`src/rtl/switch_pulse_toggle.sv`:
```
// switch_pulse_toggle
// Turns a raw, bouncy, asynchronous button input into a debounced press:
// each accepted press produces a one-cycle o_ack strobe and flips o_level.
// A 2-flop synchronizer feeds a four-state debounce FSM that requires
// DEBOUNCE_CYCLES stable samples for both press and release.
// Optional feature: define SWITCH_PULSE_TOGGLE_LONG_EN to enable the
// long-press strobe o_long (otherwise o_long is tied low).
module switch_pulse_toggle #(
    parameter int unsigned DEBOUNCE_CYCLES = 50000,
    parameter int unsigned CNT_W           = 16,
    parameter int unsigned LONG_CYCLES     = 1000000,
    parameter int unsigned LCNT_W          = 20
) (
    input  logic i_clk,
    input  logic i_rst_n,
    input  logic i_pulse,
    input  logic i_clr,
    output logic o_level,
    output logic o_ack,
    output logic o_busy,
    output logic o_long
);

    typedef enum logic [1:0] {
        IDLE       = 2'd0,
        PRESS_DB   = 2'd1,
        HELD       = 2'd2,
        RELEASE_DB = 2'd3
    } state_t;

    localparam logic [CNT_W-1:0] CNT_LAST = CNT_W'(DEBOUNCE_CYCLES - 1);

    // Elaboration-time sanity checks on the parameter set.
    if (DEBOUNCE_CYCLES < 1) begin : g_bad_debounce
        $error("DEBOUNCE_CYCLES must be at least 1");
    end
    if (LONG_CYCLES < 1 || LCNT_W < 1) begin : g_bad_long
        $error("LONG_CYCLES and LCNT_W must be at least 1");
    end

    logic           s1_reg;
    logic           s2_reg;
    state_t         state_reg;
    state_t         state_next;
    logic [CNT_W-1:0] cnt_reg;
    logic [CNT_W-1:0] cnt_next;
    logic           accept;
    logic           level_reg;
    logic           ack_reg;
    logic           busy_reg;

    // Two-flop synchronizer for the asynchronous button input.
    always_ff @(posedge i_clk or negedge i_rst_n) begin
        if (!i_rst_n) begin
            s1_reg <= 1'b0;
            s2_reg <= 1'b0;
        end else begin
            s1_reg <= i_pulse;
            s2_reg <= s1_reg;
        end
    end

    // Debounce FSM state and stable-sample counter registers.
    always_ff @(posedge i_clk or negedge i_rst_n) begin
        if (!i_rst_n) begin
            state_reg <= IDLE;
            cnt_reg   <= '0;
        end else begin
            state_reg <= state_next;
            cnt_reg   <= cnt_next;
        end
    end

    // Next-state logic; the terminal compare precedes the increment so the
    // counter never runs past DEBOUNCE_CYCLES-1.
    always_comb begin
        state_next = state_reg;
        cnt_next   = cnt_reg;
        accept     = 1'b0;
        case (state_reg)
            IDLE: begin
                if (s2_reg) begin
                    state_next = PRESS_DB;
                    cnt_next   = '0;
                end
            end
            PRESS_DB: begin
                if (!s2_reg) begin
                    state_next = IDLE;
                    cnt_next   = '0;
                end else if (cnt_reg == CNT_LAST) begin
                    state_next = HELD;
                    cnt_next   = '0;
                    accept     = 1'b1;
                end else begin
                    cnt_next = cnt_reg + CNT_W'(1);
                end
            end
            HELD: begin
                if (!s2_reg) begin
                    state_next = RELEASE_DB;
                    cnt_next   = '0;
                end
            end
            RELEASE_DB: begin
                if (s2_reg) begin
                    state_next = HELD;
                    cnt_next   = '0;
                end else if (cnt_reg == CNT_LAST) begin
                    state_next = IDLE;
                    cnt_next   = '0;
                end else begin
                    cnt_next = cnt_reg + CNT_W'(1);
                end
            end
            default: begin
                state_next = IDLE;
                cnt_next   = '0;
            end
        endcase
    end

    // Registered outputs: clear wins over a same-cycle toggle, ack still fires.
    always_ff @(posedge i_clk or negedge i_rst_n) begin
        if (!i_rst_n) begin
            level_reg <= 1'b0;
            ack_reg   <= 1'b0;
            busy_reg  <= 1'b0;
        end else begin
            level_reg <= i_clr ? 1'b0 : (level_reg ^ accept);
            ack_reg   <= accept;
            busy_reg  <= (state_next != IDLE);
        end
    end

    assign o_level = level_reg;
    assign o_ack   = ack_reg;
    assign o_busy  = busy_reg;

`ifdef SWITCH_PULSE_TOGGLE_LONG_EN
    localparam logic [LCNT_W-1:0] LCNT_LAST = LCNT_W'(LONG_CYCLES - 1);

    logic [LCNT_W-1:0] lcnt_reg;
    logic              long_done_reg;
    logic              long_reg;
    logic              in_hold;

    assign in_hold = (state_reg == HELD) || (state_reg == RELEASE_DB);

    // Long-press timer: restarts on press acceptance, keeps running through
    // release bounce, fires once per press, and clears when IDLE is reached.
    always_ff @(posedge i_clk or negedge i_rst_n) begin
        if (!i_rst_n) begin
            lcnt_reg      <= '0;
            long_done_reg <= 1'b0;
            long_reg      <= 1'b0;
        end else begin
            long_reg <= 1'b0;
            if (accept) begin
                lcnt_reg      <= '0;
                long_done_reg <= 1'b0;
            end else if (state_next == IDLE) begin
                lcnt_reg      <= '0;
                long_done_reg <= 1'b0;
            end else if (in_hold && !long_done_reg) begin
                if (lcnt_reg == LCNT_LAST) begin
                    long_reg      <= 1'b1;
                    long_done_reg <= 1'b1;
                end else begin
                    lcnt_reg <= lcnt_reg + LCNT_W'(1);
                end
            end
        end
    end

    assign o_long = long_reg;
`else
    assign o_long = 1'b0;
`endif

endmodule

```
`config.mk`:
```
export PLATFORM = sky130hd
export DESIGN_NAME = switch_pulse_toggle
export DESIGN_NICKNAME = d
export VERILOG_FILES = /design/src/rtl/switch_pulse_toggle.sv
export SDC_FILE = /design/constraint.sdc
export NUM_CORES = 1
export LEC_CHECK = 0
export CAP_MARGIN = 20
export CORE_ASPECT_RATIO = 0.75
export CORE_UTILIZATION = 40
export DETAILED_ROUTE_END_ITERATION = 16
export SLEW_MARGIN = 20
export SYNTH_ARGS = -nofsm -noshare
export SYNTH_HDL_FRONTEND = slang
export SYNTH_SLANG_ARGS = --single-unit
```
`constraint.sdc`:
```
create_clock -name i_clk -period 3.25 [get_ports i_clk]
set_input_delay 0.65 -clock i_clk [delete_from_list [all_inputs] [get_ports i_clk]]
set_output_delay 0.65 -clock i_clk [all_outputs]
set_load 0.005 [all_outputs]
```
## Word-level counts from Yosys, hierarchy flattened

Index checks and enable logic that the tools add are counted.

| word-level totals | value |
|---|---|
| register bits after elaboration | 23 |
| input port bits | 4 |
| output and inout bits | 4 |
| word-level logic and storage cells | 35 |

| cells by class | value |
|---|---|
| add/subtract/negate cells | 1 |
| eq/ne operators | 6 |
| muxes and demuxes | 17 |
| bitwise logic cells | 1 |
| reduce and logical (&&, ||, !) cells | 3 |

Operators by type and width:

| cell | number |
|---|---|
| $mux 16 | 5 |
| $pmux 16 s4 | 1 |
| $add 16x1->16 const B | 1 |
| $eq 16x16->1 const B | 1 |
| $mux 2 | 6 |
| $pmux 2 s4 | 1 |
| $eq 2x2->1 const B | 2 |
| $mux 1 | 4 |
| $ne 2x2->1 const B | 2 |
| $eq 2x1->1 const B | 1 |
| $logic_not 2->1 | 1 |
| $reduce_and 2->1 | 1 |
| $reduce_bool 2->1 | 1 |
| $xor 1x1->1 | 1 |

## Longest topological paths before layout

| logic depth | value |
|---|---|
| word-level depth | 6 |
| depth in mapped cells | 7 |
| gate-level depth less buffers | 6 |

## Worst setup path before layout

Ideal clock, no wire load.

| path | value |
|---|---|
| path type | register to register |
| start point | reg cnt_reg[0] |
| end point | reg cnt_reg[11] |
| library setup time | 0.076 ns |
| arrival time | 1.718 ns |
| data required time | 3.174 ns |
| slack | 1.456 ns |
| stages on the path, launching flop included | 8 |
| buffers on the path | 1 |
| clock period less this slack | 1.794 ns |
| cells stage by stage | dfrtp_1 > ha_1 > and3_1 > and4_4 > or2_1 > buf_6 > or3_1 > o21ai_1 |

| between the ends | value |
|---|---|
| word-level cells in the longest chain between the ends | 4 |
| elaborated cells on any way between the ends | 6 |
| classes of those cells | 1 x add/sub; 1 x eq/ne; 4 x mux |

RTL lines:

| item | RTL line | RTL |
|---|---|---|
| from (decl) | 45 | `logic [CNT_W-1:0] cnt_reg;` |
| from (signal assigned) | 70 | `cnt_reg <= cnt_next;` |
| $add 16x1->16 / $eq 16x16->1 (equally long branches) | -- |  |
| $mux 16 (*) | 91, 109 |  |
| $mux 16, on equally long branches | 106, 88 |  |
| $pmux 16 s4 (*) | 80 | `case (state_reg)` |

Mark *: on every way between the ends. The rest lies on a longest branch, timed or not.
A chain may end at the register's enable or synchronous reset.

## Final worst setup path

| path | value |
|---|---|
| start point | reg cnt_reg[0] |
| end point | reg cnt_reg[14] |

The elaborated chain is that of the path after synthesis.

==> results.sh <==
export IMPL_largest_register_ffs=16
export IMPL_final_common_cell="sky130_fd_sc_hd__dfrtp_1"
export IMPL_cp_arrival_ns=2.22
export IMPL_critical_path_max_stage_delay_ns=0.53
export IMPL_start_util=0.438
export IMPL_first_pass_grt_wire_length_um=4150
export IMPL_finalSetupViolations=0
export IMPL_synth_avg_cell_area_um2=9.47
export IMPL_cts_root_buffer_cell="sky130_fd_sc_hd__clkbuf_8"
export IMPL_insertedDiodeCount=0
export IMPL_routedWlPerCell_um=14.3
export IMPL_critical_path_n_buffers_inverters=0
export IMPL_fraction_of_the_mapped_netlist_area_in_adder_cells=0.0106
export IMPL_synth_xor_xnor_area_share=0.0370
export IMPL_grt_util_all_layers=0.172
export IMPL_combinational_family_with_the_most_area_after_synthesis="simple AND/OR/NAND/NOR gates"
export IMPL_multiplexer_share_of_the_synthesized_area=0
export IMPL_postLayoutCoreUtil=0.485
export IMPL_critical_path_top_delay_family="simple AND/OR/NAND/NOR gates"
export IMPL_core_rowCount=16
export IMPL_grt_pass1_vias=853
export IMPL_numCtsBuffers=3
export IMPL_post_route_period_util=0.628
export IMPL_synth_edff_count=0
export IMPL_asyncSetResetFlopFracSynth=1.00
export IMPL_critical_path_required_ns=3.43
export IMPL_drtIter0Drc=85
export IMPL_synth_sequential_area_ratio=0.486
export IMPL_synth_compound_area_share=0.152
export IMPL_post_dp_hpwl_um=1740
export IMPL_die_area_um2=3180
export IMPL_p_leak_nw=0.530
export IMPL_synthesis_nets=130
export IMPL_tritoncts_clock_tree="done"
export IMPL_count_of_final_hold_check_violations=0
export IMPL_final_hold_worst_slack_ns=0.358
export IMPL_relative_area_change_from_synthesis_to_final_layout_pct=10.7
export IMPL_ioPinCount=8
export IMPL_worst_clock_skew_ns=0.00519
export IMPL_worst_rel_slew_slack=0.559
export IMPL_yosysWarnings=0
export IMPL_worstPathCellList="ha_1 -> and3_1 -> and4_4 -> nor2_2 -> a41oi_1 -> a31oi_1"
export IMPL_run_status="finished clean"
export IMPL_final_net_count=137
export IMPL_chipHeight_um=49.1
export IMPL_antenna_found_initial=0
export IMPL_drtAntennaViolNets=0
export IMPL_timing_setup_critical_path_class="reg -> reg"
export IMPL_top_usage_layer="met1"
export IMPL_global_route_overflow_total=0
export IMPL_clockBufferDepth=2
export IMPL_post_cts_resized_instances=0
export IMPL_gr_usage_met2=0.222
export IMPL_most_common_layout_cells="23 x sky130_fd_sc_hd__dfrtp_1, 22 x sky130_fd_sc_hd__nand2_1, 8 x sky130_fd_sc_hd__a31oi_1"
export IMPL_synth_top_flop_cell="sky130_fd_sc_hd__dfrtp_1"
export IMPL_crit_path_max_fanout=17
export IMPL_h_tree_depth=1
export IMPL_gp_routability_congestion=0.789
export IMPL_hp_class="reg -> reg"
export IMPL_powerDensity_nw_per_um2=394
export IMPL_synth_simple_area_share=0.274
export IMPL_buffer_ports_inserted=6
export IMPL_n_fill_cell=255
export IMPL_largest_net_degree_at_the_start_of_global_routing=24
export IMPL_core_area_um2=2700
export IMPL_globalRouteMet3Util=0.0537
export IMPL_cts_sinks=23
export IMPL_groute_layer_met1_usage=0.274
export IMPL_floorplan_die_width_um=64.8
export IMPL_clkTransAtPathRegs_ns=0.08
export IMPL_worst_ir_drop_vdd_v=0.000268
export IMPL_max_cap_violations=0
export IMPL_synth_area_um2=1180
export IMPL_synth_distinct_cells=40
export IMPL_finalWirelength_um=2390
export IMPL_final_max_slew_viol_count=0
export IMPL_detail_route_drc_violations=0
export IMPL_post_synth_inst_count=125
export IMPL_tightest_slew_ns=0.661
export IMPL_critPathSlowestCell="sky130_fd_sc_hd__nor2_2"
export IMPL_cp_end_kind="flip-flop"
export IMPL_hold_buffers=0
export IMPL_clkLatencyLatePin_ns=0.26
export IMPL_vias=954
export IMPL_drt_vias_per_instance=5.71
export IMPL_timing_final_crit_period_ns=2.04
export IMPL_tns_ns=0
export IMPL_postCtsSetupBuffers=0
export IMPL_detail_route_first_pass_iterations=4
export IMPL_grt_setup_unrepaired="no"
export IMPL_ys_seq_elements=23
export IMPL_timing_fmax_mhz=490
export IMPL_fraction_of_final_layout_cells_with_drive_strength_greater_than_1=0.0916
export IMPL_worst_setup_start_kind="flip-flop"
[final timing paths]
check	startpoint	endpoint	cells after the start	slack (ns)
worst max-delay path	cnt_reg[0]	cnt_reg[14]	6	1.21
worst min-delay path	s1_reg	s2_reg	0	0.36
worst max register to register	cnt_reg[0]	cnt_reg[14]	6	1.21
worst min register to register	s1_reg	s2_reg	0	0.36
max in group asynchronous	i_rst_n	state_reg[1]	2	2.29
min in group asynchronous	i_rst_n	cnt_reg[10]	2	0.73
[cells by family (layout without fill, tap and decap cells)]
family                     after synthesis  in the layout
DFF                                     23             23
other                                    1              1
AOI/OAI and AO/OA                       30             30
adders and majority gates                1              1
buffers and inverters                    8             14
and+or+nand+nor                         57             57
xor gates and xnor gates                 5              5
[stage by stage]
step	worst slack, ns	instance area, um^2	std cells	power, mW
floorplan	1.46	1180	125	0.330
finish	1.21	1310	167	0.516
CTS	1.22	1310	167	0.521
detailed placement	1.26	1260	163	0.347
global placement	1.32	1260	163	0.346
global route	1.09	1310	167	0.540
[synthesized netlist by cell type, drive strengths merged, types with 2 or more instances]
cell type / n / share of area
a21oi: 7 / 0.030
nand3: 3 / 0.013
inv: 3 / 0.0095
nor2: 7 / 0.024
nor3: 2 / 0.013
xor2: 4 / 0.030
o21ai: 9 / 0.038
nand4: 4 / 0.021
nand2: 22 / 0.070
a31oi: 8 / 0.042
and3: 3 / 0.016
or3: 3 / 0.016
dfrtp: 23 / 0.49
nor4: 3 / 0.026
buf: 5 / 0.027
nor4b: 2 / 0.015
or2: 2 / 0.011
[area by class of cell]
type                       instances  area [um^2]  area share
sequential                        23          576       0.439
tap                               36         45.0      0.0344
multi-input combinational         94          564       0.431
clock inverter                     1         5.00     0.00382
timing repair buffer               7         67.6      0.0516
inverter                           3         11.3     0.00860
clock buffer                       3         41.3      0.0315
[routing by layer]
layer / vias to the layer above / part of all wire
li1: 464 / -
met1: 459 / 0.53
met2: 29 / 0.40
met3: 2 / 0.058
met4: 0 / 0.0075
met5: - / 0
[power by group]
group	total [mW]	internal (mW)	switching [mW]
Combinational	0.0373	0.0144	0.0229
Sequential	0.304	0.295	0.00890
Clock	0.175	0.0855	0.0898
Note: power is estimated with default switching activity, not from simulation.
